**config.mk**
```make
export PLATFORM = sky130hd
export DESIGN_NAME = r5p_soc_reset_ctrl
export DESIGN_NICKNAME = d
export VERILOG_FILES = /design/src/rtl/r5p_soc_reset_pkg.sv /design/src/rtl/r5p_debounce.sv /design/src/rtl/r5p_soc_reset_ctrl.sv
export SDC_FILE = /design/constraint.sdc
export NUM_CORES = 1
export LEC_CHECK = 0
export CAP_MARGIN = 20
export CORE_UTILIZATION = 60
export DETAILED_ROUTE_END_ITERATION = 10
export PLACE_DENSITY = 0.83
export SLEW_MARGIN = 40
export SYNTH_ARGS = -nofsm -noshare
export SYNTH_HDL_FRONTEND = slang
export SYNTH_SLANG_ARGS = --single-unit
```
**constraint.sdc**
```tcl
create_clock -name clk -period 2.3 [get_ports clk]
set_clock_uncertainty 0.1 [all_clocks]
set_input_delay 0.46 -clock clk [delete_from_list [all_inputs] [get_ports clk]]
set_output_delay 0.46 -clock clk [all_outputs]
set_load 0.03 [all_outputs]
```
**src/rtl/r5p_soc_reset_pkg.sv**
```systemverilog
// Shared types and constants for the R5P SoC reset sequencer.
`default_nettype none

package r5p_soc_reset_pkg;

    typedef enum logic [1:0] {
        ST_LOCK = 2'd0,
        ST_HOLD = 2'd1,
        ST_RUN  = 2'd2
    } state_t;

    typedef struct packed {
        logic wdt;
        logic sw;
        logic btn;
        logic por;
    } cause_t;

    localparam cause_t CAUSE_POR = cause_t'(4'b0001);
    localparam cause_t CAUSE_BTN = cause_t'(4'b0010);
    localparam cause_t CAUSE_SW  = cause_t'(4'b0100);
    localparam cause_t CAUSE_WDT = cause_t'(4'b1000);

    // Counter width for a terminal count of n; never narrower than one bit.
    function automatic int cnt_width(input int unsigned n);
        return (n > 1) ? $clog2(n) : 1;
    endfunction

endpackage

`default_nettype wire

```
**src/rtl/r5p_debounce.sv**
```systemverilog
// Two-flop synchronizer plus consecutive-sample debouncer with a one-cycle rising pulse.
`default_nettype none

module r5p_debounce
    import r5p_soc_reset_pkg::*;
#(
    parameter int unsigned DEB_CYC = 27000
) (
    input  logic clk,
    input  logic rst,
    input  logic din,
    output logic level,
    output logic rise
);

    localparam int CW = cnt_width(DEB_CYC);
    localparam logic [CW-1:0] CNT_MAX = CW'(DEB_CYC - 1);

    logic          sync_meta;
    logic          sync_q;
    logic [CW-1:0] cnt;

    always_ff @(posedge clk or negedge rst) begin
        if (!rst) begin
            sync_meta <= 1'b0;
            sync_q    <= 1'b0;
            cnt       <= '0;
            level     <= 1'b0;
            rise      <= 1'b0;
        end else begin
            sync_meta <= din;
            sync_q    <= sync_meta;
            rise      <= 1'b0;
            // Any sample agreeing with the current level restarts the window.
            if (sync_q == level) begin
                cnt <= '0;
            end else if (cnt == CNT_MAX) begin
                cnt   <= '0;
                level <= sync_q;
                rise  <= sync_q;
            end else begin
                cnt <= cnt + CW'(1);
            end
        end
    end

endmodule

`default_nettype wire

```
**src/rtl/r5p_soc_reset_ctrl.sv**
```systemverilog
// Reset sequencer for the R5P mouse SoC: merges PLL lock, button, software and
// watchdog sources into one synchronously released soc_rst and records the cause.
`default_nettype none

module r5p_soc_reset_ctrl
    import r5p_soc_reset_pkg::*;
#(
    parameter int unsigned DEB_CYC  = 27000,
    parameter int unsigned HOLD_CYC = 16,
    parameter int unsigned WDT_CYC  = 2**24
) (
    input  logic       clk,
    input  logic       rst,
    input  logic       pll_lock,
    input  logic       btn,
    input  logic       sw_req,
    input  logic       wdt_en,
    input  logic       wdt_kick,
    output logic       soc_rst,
    output logic [3:0] cause
);

    localparam int HW = cnt_width(HOLD_CYC);
    localparam int WW = cnt_width(WDT_CYC);
    localparam logic [HW-1:0] HOLD_MAX = HW'(HOLD_CYC - 1);
    localparam logic [WW-1:0] WDT_MAX  = WW'(WDT_CYC - 1);

    logic          lock_meta;
    logic          lock_sync;
    logic          btn_level;
    logic          btn_rise;
    state_t        state;
    state_t        state_nxt;
    cause_t        cause_q;
    cause_t        cause_nxt;
    logic [HW-1:0] hold_cnt;
    logic [WW-1:0] wdt_cnt;
    logic          wdt_expire;

    r5p_debounce #(
        .DEB_CYC (DEB_CYC)
    ) u_btn_debounce (
        .clk   (clk),
        .rst   (rst),
        .din   (btn),
        .level (btn_level),
        .rise  (btn_rise)
    );

    assign wdt_expire = (state == ST_RUN) && wdt_en && !wdt_kick && (wdt_cnt == WDT_MAX);
    assign cause      = cause_q;

    always_comb begin
        state_nxt = state;
        cause_nxt = cause_q;
        case (state)
            ST_LOCK: begin
                if (lock_sync) state_nxt = ST_HOLD;
            end
            ST_HOLD: begin
                if (!lock_sync) begin
                    state_nxt = ST_LOCK;
                end else if ((hold_cnt == HOLD_MAX) && !btn_level) begin
                    state_nxt = ST_RUN;
                end
            end
            ST_RUN: begin
                if (!lock_sync) begin
                    state_nxt = ST_LOCK;
                    cause_nxt = CAUSE_POR;
                end else if (btn_rise) begin
                    state_nxt = ST_HOLD;
                    cause_nxt = CAUSE_BTN;
                end else if (sw_req) begin
                    state_nxt = ST_HOLD;
                    cause_nxt = CAUSE_SW;
                end else if (wdt_expire) begin
                    state_nxt = ST_HOLD;
                    cause_nxt = CAUSE_WDT;
                end
            end
            default: begin
                state_nxt = ST_LOCK;
            end
        endcase
    end

    always_ff @(posedge clk or negedge rst) begin
        if (!rst) begin
            lock_meta <= 1'b0;
            lock_sync <= 1'b0;
            state     <= ST_LOCK;
            cause_q   <= CAUSE_POR;
            soc_rst   <= 1'b1;
        end else begin
            lock_meta <= pll_lock;
            lock_sync <= lock_meta;
            state     <= state_nxt;
            cause_q   <= cause_nxt;
            soc_rst   <= (state_nxt != ST_RUN);
        end
    end

    // Saturates so a held button can stretch HOLD without wrapping.
    always_ff @(posedge clk or negedge rst) begin
        if (!rst) begin
            hold_cnt <= '0;
        end else if (state != ST_HOLD) begin
            hold_cnt <= '0;
        end else if (hold_cnt != HOLD_MAX) begin
            hold_cnt <= hold_cnt + HW'(1);
        end
    end

    always_ff @(posedge clk or negedge rst) begin
        if (!rst) begin
            wdt_cnt <= '0;
        end else if ((state != ST_RUN) || !wdt_en || wdt_kick || wdt_expire) begin
            wdt_cnt <= '0;
        end else begin
            wdt_cnt <= wdt_cnt + WW'(1);
        end
    end

endmodule

`default_nettype wire

```
# Word level (Yosys, flattened, before mapping)

Index checks and enable logic that the tools add are counted.

Bits in registers: 56
Bits in latches: 0
RAM bits: 0
Memory bits (read-only): 0
Bits of input ports: 7
Output and inout bits: 5
Logic and storage cells: 63
Memories: 0

$add $sub $neg: 3
Multipliers: 0
Div/mod/pow operators: 0
Magnitude comparators: 0
Eq/ne operators: 11
Shifts and indexed selects: 0
Multiplexer cells: 19
Bitwise gates (word level): 1
Reduce and logical (&&, ||, !) cells: 14

Operators by type and width:

| kind                  | number |
|---|---|
| $mux 15               | 2 |
| $add 24x1->24 const B | 1 |
| $eq 24x24->1 const B  | 1 |
| $mux 24               | 1 |
| $mux 4                | 6 |
| $add 15x1->15 const B | 1 |
| $eq 15x15->1 const B  | 1 |
| $mux 2                | 7 |
| $pmux 2 s3            | 1 |
| $add 4x1->4 const B   | 1 |
| $eq 4x4->1 const B    | 1 |
| $logic_and 1x1->1     | 4 |
| $ne 2x2->1 const B    | 2 |
| $ne 4x2->1 const B    | 1 |
| $ne 4x4->1 const B    | 1 |
| $reduce_and 2->1      | 2 |
| $logic_not 1->1       | 3 |
| $logic_or 1x1->1      | 3 |
| $eq 2x1->1 const B    | 1 |
| $eq 2x2->1 const B    | 1 |
| $logic_not 2->1       | 1 |
| $mux 1                | 2 |
| $ne 2x1->1 const B    | 1 |
| $reduce_bool 2->1     | 1 |
| other kinds (2)       | 2 |

# Depth between registers and ports, before layout

Gate-level depths: netlist (run 1).

Depth in word-level cells: 10
Mapped depth: 7
Depth with buffers taken out: 5

# Cells and area by module

Synthesis (run 1) repeated with hierarchy kept, for this count alone.

Cells, all modules: 260
Area, all modules: 2660.1 um^2

By module, submodules not included:

| module             | times used | cells each | area an instance (um^2) | seq. area each (um^2) |
|---|---|---|---|---|
| r5p_soc_reset_ctrl | 1          | 178        | 1770.4                  | 928.4 |
| r5p_debounce       | 1          | 82         | 889.6                   | 475.5 |

# Worst setup path after synthesis (run 1)

No wires, ideal clock.

Kind: flip-flop to flip-flop
Start: reg wdt_cnt[0]
End: reg wdt_cnt[4]
Setup time: 0.119 ns
Arrival time: 1.528 ns
Data required time: 2.081 ns
Path slack: 0.553 ns
Cell stages (with the launch flop): 8
Path buffers: 2
Period minus slack after synthesis: 1.747 ns
Cell sequence: dfrtp_1 > ha_1 > and3_1 > buf_6 > nand4_1 > o21ai_2 > buf_4 > nor2_1

Word-level cells in the longest chain between the ends: 4
Elaborated cells on any way between the ends: 5

RTL lines:

| what                                                  | RTL line                  | text |
|---|---|---|
| from (decl)                                           | r5p_soc_reset_ctrl.sv:37  | `logic [WW-1:0] wdt_cnt;` |
| from (signal assigned)                                | r5p_soc_reset_ctrl.sv:121 | `wdt_cnt <= wdt_cnt + WW'(1);` |
| branches (longest 3 deep; another with $add 24x1->24) | n/a                       |  |
| $mux 24 *                                             | r5p_soc_reset_ctrl.sv:118 | `end else if ((state != ST_RUN) \|\| !wdt_en \|\| wdt_kick \|\| wdt_expire) begin` |

Mark *: on every way between the ends.
A chain may end at the register's enable or synchronous reset.

# Worst setup path after layout (run 1)

Start: reg cause_q, in the netlist cause[0]
End: out cause[0]

RTL lines:

| what                   | RTL line                 | text |
|---|---|---|
| from (decl)            | r5p_soc_reset_ctrl.sv:34 | `cause_t cause_q;` |
| from (signal assigned) | r5p_soc_reset_ctrl.sv:99 | `cause_q <= cause_nxt;` |
| to (decl)              | r5p_soc_reset_ctrl.sv:20 | `output logic [3:0] cause` |

No word-level cell between the ends.

==> results.yml, run 1 <==
yosys:
  synth-warning-count: 0
  synth_ff_type: "dfrtp_1"
  syn_avg_cell_area_um2: 10.15
  postSynth.asyncResetShare_pct: 100.0
  synth_area_um2: 2700
  ys_ff_latch: 56
  syn_inst: 266
  synth_cell_types: 44
  syn_nets: 276
  yosysSeqAreaShare_pct: 51.99
  synth_edf_count: 0
global_routing:
  grt_pass1_wl_um: 8590
  grt-ovfl-total: 0
  grt_usage_pct: 22.30
  grt_antenna_before_repair: 0
  grt_max_degree: 31
  first_global_vias: 1962
die:
  die_w_um: 69.09
  die_area_um2: 4773
  coreArea_um2: 4354
  start_util_pct: 62.01
  pin_count: 12
  die_h_um: 69.09
  fp-row-count: 24
power:
  worst_ir_drop_vdd_uv: 355.8
  power_uw: 1786
  power.density_nw_per_um2: 601.9
  p_leak_uw: 0.001235
route:
  routed_wl_um: 4829
  drt_iter0_drc: 186
  antenna_left: 0
  routedWlPerCell_um: 14.55
  drtPass1Iterations: 4
  num_vias: 1992
  drc: 0
  vias_per_cell: 6.000
sta:
  slew_violations: 0
  tightest_slew_ns: 0.3999
  hold_viol: 0
  post-route-period-util_pct: 91.10
  slew_headroom_pct: 73.28
  setup_violations: 0
  rsz0062_at_grt: "no"
  fmax_mhz: 477.3
  hold_slack_ns: 0.03840
  tns_ns: 0
  fin_crit_ns: 2.095
place:
  portBuffers: 11
  hpwlAfterDp_um: 3425
  gp_congestion: 0.7944
run_status:
  status: "complete, no violations"
cts:
  cts_root_buffer: "clkbuf_8"
  cts_tree: "done"
  cts.sinks: 56
  cts_buffer_depth: 2
  clk_pin_slew_worst_paths_ns: 0.10
  numCtsBuffers: 5
  h-tree-depth: 2
  hold_buffers: 0
  ctsResizeCount: 0
  post_cts_buffers: 0
  clk-insertion-delay-late_ns: 0.31
min_path:
  min_path_type: "input port to async pin"
job:
  cap_violations: 0
worst_setup_path:
  cp_cell_sequence: "clkdlybuf4s50_1"
  crit_slowest_cell: "clkdlybuf4s50_1"
  cp_max_fo: 3
  cp.required_ns: 1.74
  slowest_delay_ns: 0.67
  start_kind: "register"
  cp.arrival_ns: 1.54
  critPathTopFamily: "buffers and inverters"
  worstSetupPathType: "register to output pin"
  cp.buffers_inverters: 1
  end_kind: "output pin"
layout:
  diodes: 0
  synthToLayoutAreaGrowth_pct: 9.870
  layout-drive-gt1-share_pct: 9.643
  fin_nets: 289
==> state kept, by name (all words and copies together) (netlist names), 2 cells and up <==
name and cells:
wdt_cnt 24, cause 4, hold_cnt 4, u_btn_debounce.cnt 15
state 2
==> cells by family (layout without fill, tap and decap cells) <==
family | count (synthesis) | count (layout) | share of synthesized area [%]
and+or+nand+nor | 126 | 126 | 26.69
DFF | 56 | 56 | 51.99
AOI/OAI and AO/OA | 45 | 45 | 9.592
xor gates and xnor gates | 21 | 21 | 6.812
buffers and inverters | 13 | 27 | 2.734
adders and majority gates | 3 | 3 | 1.390
muxes | 2 | 2 | 0.7878
==> cell type report <==
class,count,area [µm²]
flip-flops and latches,56,1404
well taps,52,65.06
multi-input cells,197,1222
clock buffers,6,82.58
repair buffers,16,142.6
inverters,3,11.26
fillers,337,1388
clock inverters,2,38.79
==> worst reg2reg max path, cell delays in order, from the launching register on <==
cell and delay, ns:
dfrtp_1 0.41, ha_1 0.22, and3_1 0.36, nand3_4 0.17, or4_1 0.49, a21oi_1 0.15
==> metrics by stage <==
stage | instance area (µm²) | setup slack (ns) | util [%] | instances
final | 2967 | 0.2047 | 68.13 | 332
after global routing | 2967 | 0.1695 | 68.13 | 332
after CTS | 2967 | 0.1991 | 68.13 | 332
after detailed placement | 2845 | 0.3245 | 65.34 | 324
after global placement | 2845 | 0.3707 | 65.34 | 324
after floorplan | 2700 | 0.5531 | - | 266
==> power breakdown <==
group / internal (µW) / total (µW) / switching [µW] / leakage, µW
Clock: 356 / 669 / 313 / 0.0000614
Combinational: 39.5 / 94.3 / 54.7 / 0.000420
Sequential: 1000 / 1020 / 19.0 / 0.000754
Total: 1400 / 1790 / 386 / 0.00124
==> final timing paths <==
kind | slack (ns) | cells after the start | to | startpoint
min reg2reg | 0.27 | 0 | lock_sync | lock_meta
max | 0.20 | 1 | cause[0] | cause[0]
max reg2reg | 0.34 | 5 | wdt_cnt[22] | wdt_cnt[0]
min in group clk | 0.27 | 0 | lock_sync | lock_meta
max in group asynchronous | 1.72 | 2 | cause[0] | rst
min | 0.04 | 2 | hold_cnt[1] | rst
==> cell usage after synthesis, types with 3 or more instances <==
cell | number | area share [%]
or3_2 | 3 | 0.83
nor2_1 | 28 | 3.9
ha_1 | 3 | 1.4
a21oi_1 | 15 | 2.8
nor3_1 | 4 | 0.74
and4_1 | 6 | 1.9
buf_2 | 5 | 0.93
dfrtp_1 | 54 | 50
nand3_1 | 16 | 3.0
inv_1 | 3 | 0.42
o21ai_0 | 20 | 3.7
nand2_1 | 18 | 2.5
xnor2_1 | 6 | 1.9
or3_1 | 10 | 2.3
nor3b_1 | 3 | 0.83
nand4_1 | 15 | 3.5
and3_1 | 5 | 1.2
xor2_1 | 15 | 4.9
==> cells in the final DEF (no fill, tap or decap), types with 2 or more instances in the layout <==
cell | synthesis | layout
xnor2_1 | 6 | 6
nand2b_1 | 2 | 2
o21ai_0 | 20 | 20
nor2b_1 | 2 | 2
nor4bb_1 | 2 | 2
and2_1 | 2 | 2
nor2_1 | 28 | 28
or3_2 | 3 | 3
and3_1 | 5 | 5
and4_1 | 6 | 6
o21a_1 | 2 | 2
o31ai_1 | 2 | 2
buf_4 | 1 | 5
or4_1 | 2 | 2
clkbuf_8 | 0 | 6
nor3_1 | 4 | 4
or3_1 | 10 | 10
nand2_1 | 18 | 18
nand3_1 | 16 | 16
ha_1 | 3 | 3
clkdlybuf4s50_1 | 0 | 10
dfrtp_1 | 54 | 54
dfstp_2 | 2 | 2
o211a_1 | 2 | 2
nand4_1 | 15 | 15
nor3b_1 | 3 | 3
xor2_1 | 15 | 15
inv_1 | 3 | 3
a21oi_1 | 15 | 15
==> routing by layer <==
| layer | part of all wire, % | vias to the layer above | global-route usage [%] |
|---|---|---|---|
| met2 | 50 | 16 | 36.35 |
| met5 | 0 | - | 0 |
| met1 | 47 | 984 | 29.08 |
| li1 | - | 984 | - |
| met4 | 1.6 | 0 | 9.297 |
| met3 | 1.8 | 8 | 4.532 |
Note: power is estimated with default switching activity, not from simulation.
==> run 2: changes to the inputs <==
- SKIP_CTS_REPAIR_TIMING: unset -> 1
==> results of run 2 <==
No change in the layout: final DEF, timing and power equal those of run 1.
==> run 3: changes to the inputs <==
- CAP_MARGIN: 20 -> unset
- CORE_UTILIZATION: 60 -> 54
- PLACE_DENSITY: 0.83 -> 0.79
- clock period: 2.3 -> 1.7 ns (I/O delays scaled with it)
==> run 3 against run 2 <==
  * The run now ends with setup timing left
  * Register-to-register slack got worse by 0.39 ns
  * Sequential cell count unchanged
  * Setup slack worse by 0.26 ns
  * Highest routed layer unchanged
  * Clock-buffer cell count is the same
  * Die area grew 11%
  * Sequential power increased by 35%
  * Global-route usage shrank 0.25 points
  * Critical path depth is 5 higher
  * Design area grew 14%
==> results.yml, run 3 (same netlist as run 1, synthesis figures left out) <==
layout:
  layout-drive-gt1-share_pct: 27.27
  final_common_cell: "dfrtp_1"
  diodes: 0
  regMostFlops: "wdt_cnt"
  mostFrequentLayoutCells: "dfrtp_1 (53), buf_4 (40), nor2_1 (28)"
  fin_nets: 328
  top_regs: "wdt_cnt x24, u_btn_debounce.cnt x15"
  synthToLayoutAreaGrowth_pct: 25.63
  largest_reg_flops: 24
run_status:
  status: "complete, but fails checks"
  violations: "setup timing"
route:
  antenna_left: 0
  drt_iter0_drc: 135
  num_vias: 2155
  drc: 0
  routedWlPerCell_um: 14.56
  routed_wl_um: 5619
  drtPass1Iterations: 4
  vias_per_cell: 5.583
sta:
  slew_headroom_pct: 78.38
  fin_crit_ns: 1.751
  hold_viol: 0
  slew_violations: 0
  post-route-period-util_pct: 103.0
  rsz0062_at_grt: "yes"
  fin_ws_ns: -0.05062
  setup_violations: 7
  fmax_mhz: 571.2
  tightest_slew_ns: 0.3232
  hold_slack_ns: 0.2665
die:
  start_util_pct: 56.79
  die_h_um: 72.71
  die_area_um2: 5287
  coreArea_um2: 4755
  fp-row-count: 25
  die_w_um: 72.71
  pin_count: 12
min_path:
  min_path_type: "register to register"
  hold_start: "lock_meta"
power:
  p_leak_uw: 0.001468
  worst_ir_drop_vdd_uv: 530.4
  power.density_nw_per_um2: 666.5
  power_uw: 2261
cts:
  clk-insertion-delay-late_ns: 0.32
  cts_root_buffer: "clkbuf_8"
  cts.sinks: 56
  cts_tree: "done"
  h-tree-depth: 2
  numCtsBuffers: 5
  clk_pin_slew_worst_paths_ns: 0.11
  cts_buffer_depth: 2
worst_setup_path:
  cp_max_fo: 7
  crit_slowest_cell: "dfrtp_1"
  startpoint: "wdt_cnt[1]"
  critPathTopFamily: "simple AND/OR/NAND/NOR gates"
  cp.required_ns: 1.80
  slowest_delay_ns: 0.37
  worstSetupPathType: "register to register"
  end_kind: "register"
  cp.buffers_inverters: 1
  start_kind: "register"
  cp.arrival_ns: 1.85
  r2r-start: "wdt_cnt[1]"
  cp_cell_sequence: "ha_2 -> and3_4 -> nand4_1 -> buf_4 -> nor3_4 -> o21ai_1"
global_routing:
  grt_max_degree: 57
  grt_pass1_wl_um: 8956
  first_global_vias: 2115
  grt-ovfl-total: 0
  grt_usage_pct: 22.04
  grt_antenna_before_repair: 0
place:
  hpwlAfterDp_um: 3790
  portBuffers: 11
  post-place-ws_ns: -0.1122
  gp_congestion: 0.7788
job:
  cap_violations: 0
[run 3: changes by cell type in the layout (fill, tap and decap cells not counted), sizes merged]
cell,previous run,this run
buf,6,44
bufinv,1,0
clkdlybuf4s50,10,5
clkinvlp,0,1
dlygate4sd3,0,1
dlymetal6s2s,0,5
[run 3: worst paths after layout]
| check | depth (start not counted) | slack, ns | endpoint |
|---|---|---|---|
| worst min-delay path | 0 | 0.27 | lock_sync |
| worst max register to register | 6 | -0.05 | state[1] |
| worst max-delay path | 6 | -0.05 | state[1] |
| min in group asynchronous | 3 | 0.45 | hold_cnt[2] |
| worst min register to register | 0 | 0.27 | lock_sync |
| max in group asynchronous | 3 | 0.76 | cause[0] |
[run 3: cell type report]
cell class,instances,area (µm²)
Timing Repair Buffer,55,479.2
Fill cell,324,1363
Clock inverter,2,16.27
Tap cell,67,83.83
Sequential cell,56,1405
Inverter,3,11.26
Multi-Input combinational cell,197,1324
Clock buffer,6,72.57
[run 3: through the flow]
step,std cells,TNS (ns),cell area (µm²),utilization (%)
6_report,386,-0.2700,3392,71.34
5_1_grt,386,-1.019,3392,71.34
4_1_cts,378,-2.352,3206,67.42
3_5_place_dp,370,-1.178,3117,65.55
3_3_place_gp,370,-0.1466,3117,65.55
2_1_floorplan,266,-0.1071,2711,-
[run 3: routing by layer]
metal	track usage, %	share of wire (%)	vias to the layer above
li1	-	-	1057
met1	26.33	45	1067
met2	38.73	51	21
met3	4.420	1.9	10
met4	9.368	2.0	0
met5	0	0	-
[run 3: power by group]
group | internal, µW | switching, µW
sequential | 1360 | 24.7
clock | 294 | 446
combinational | 60.8 | 76.8
total | 1710 | 548
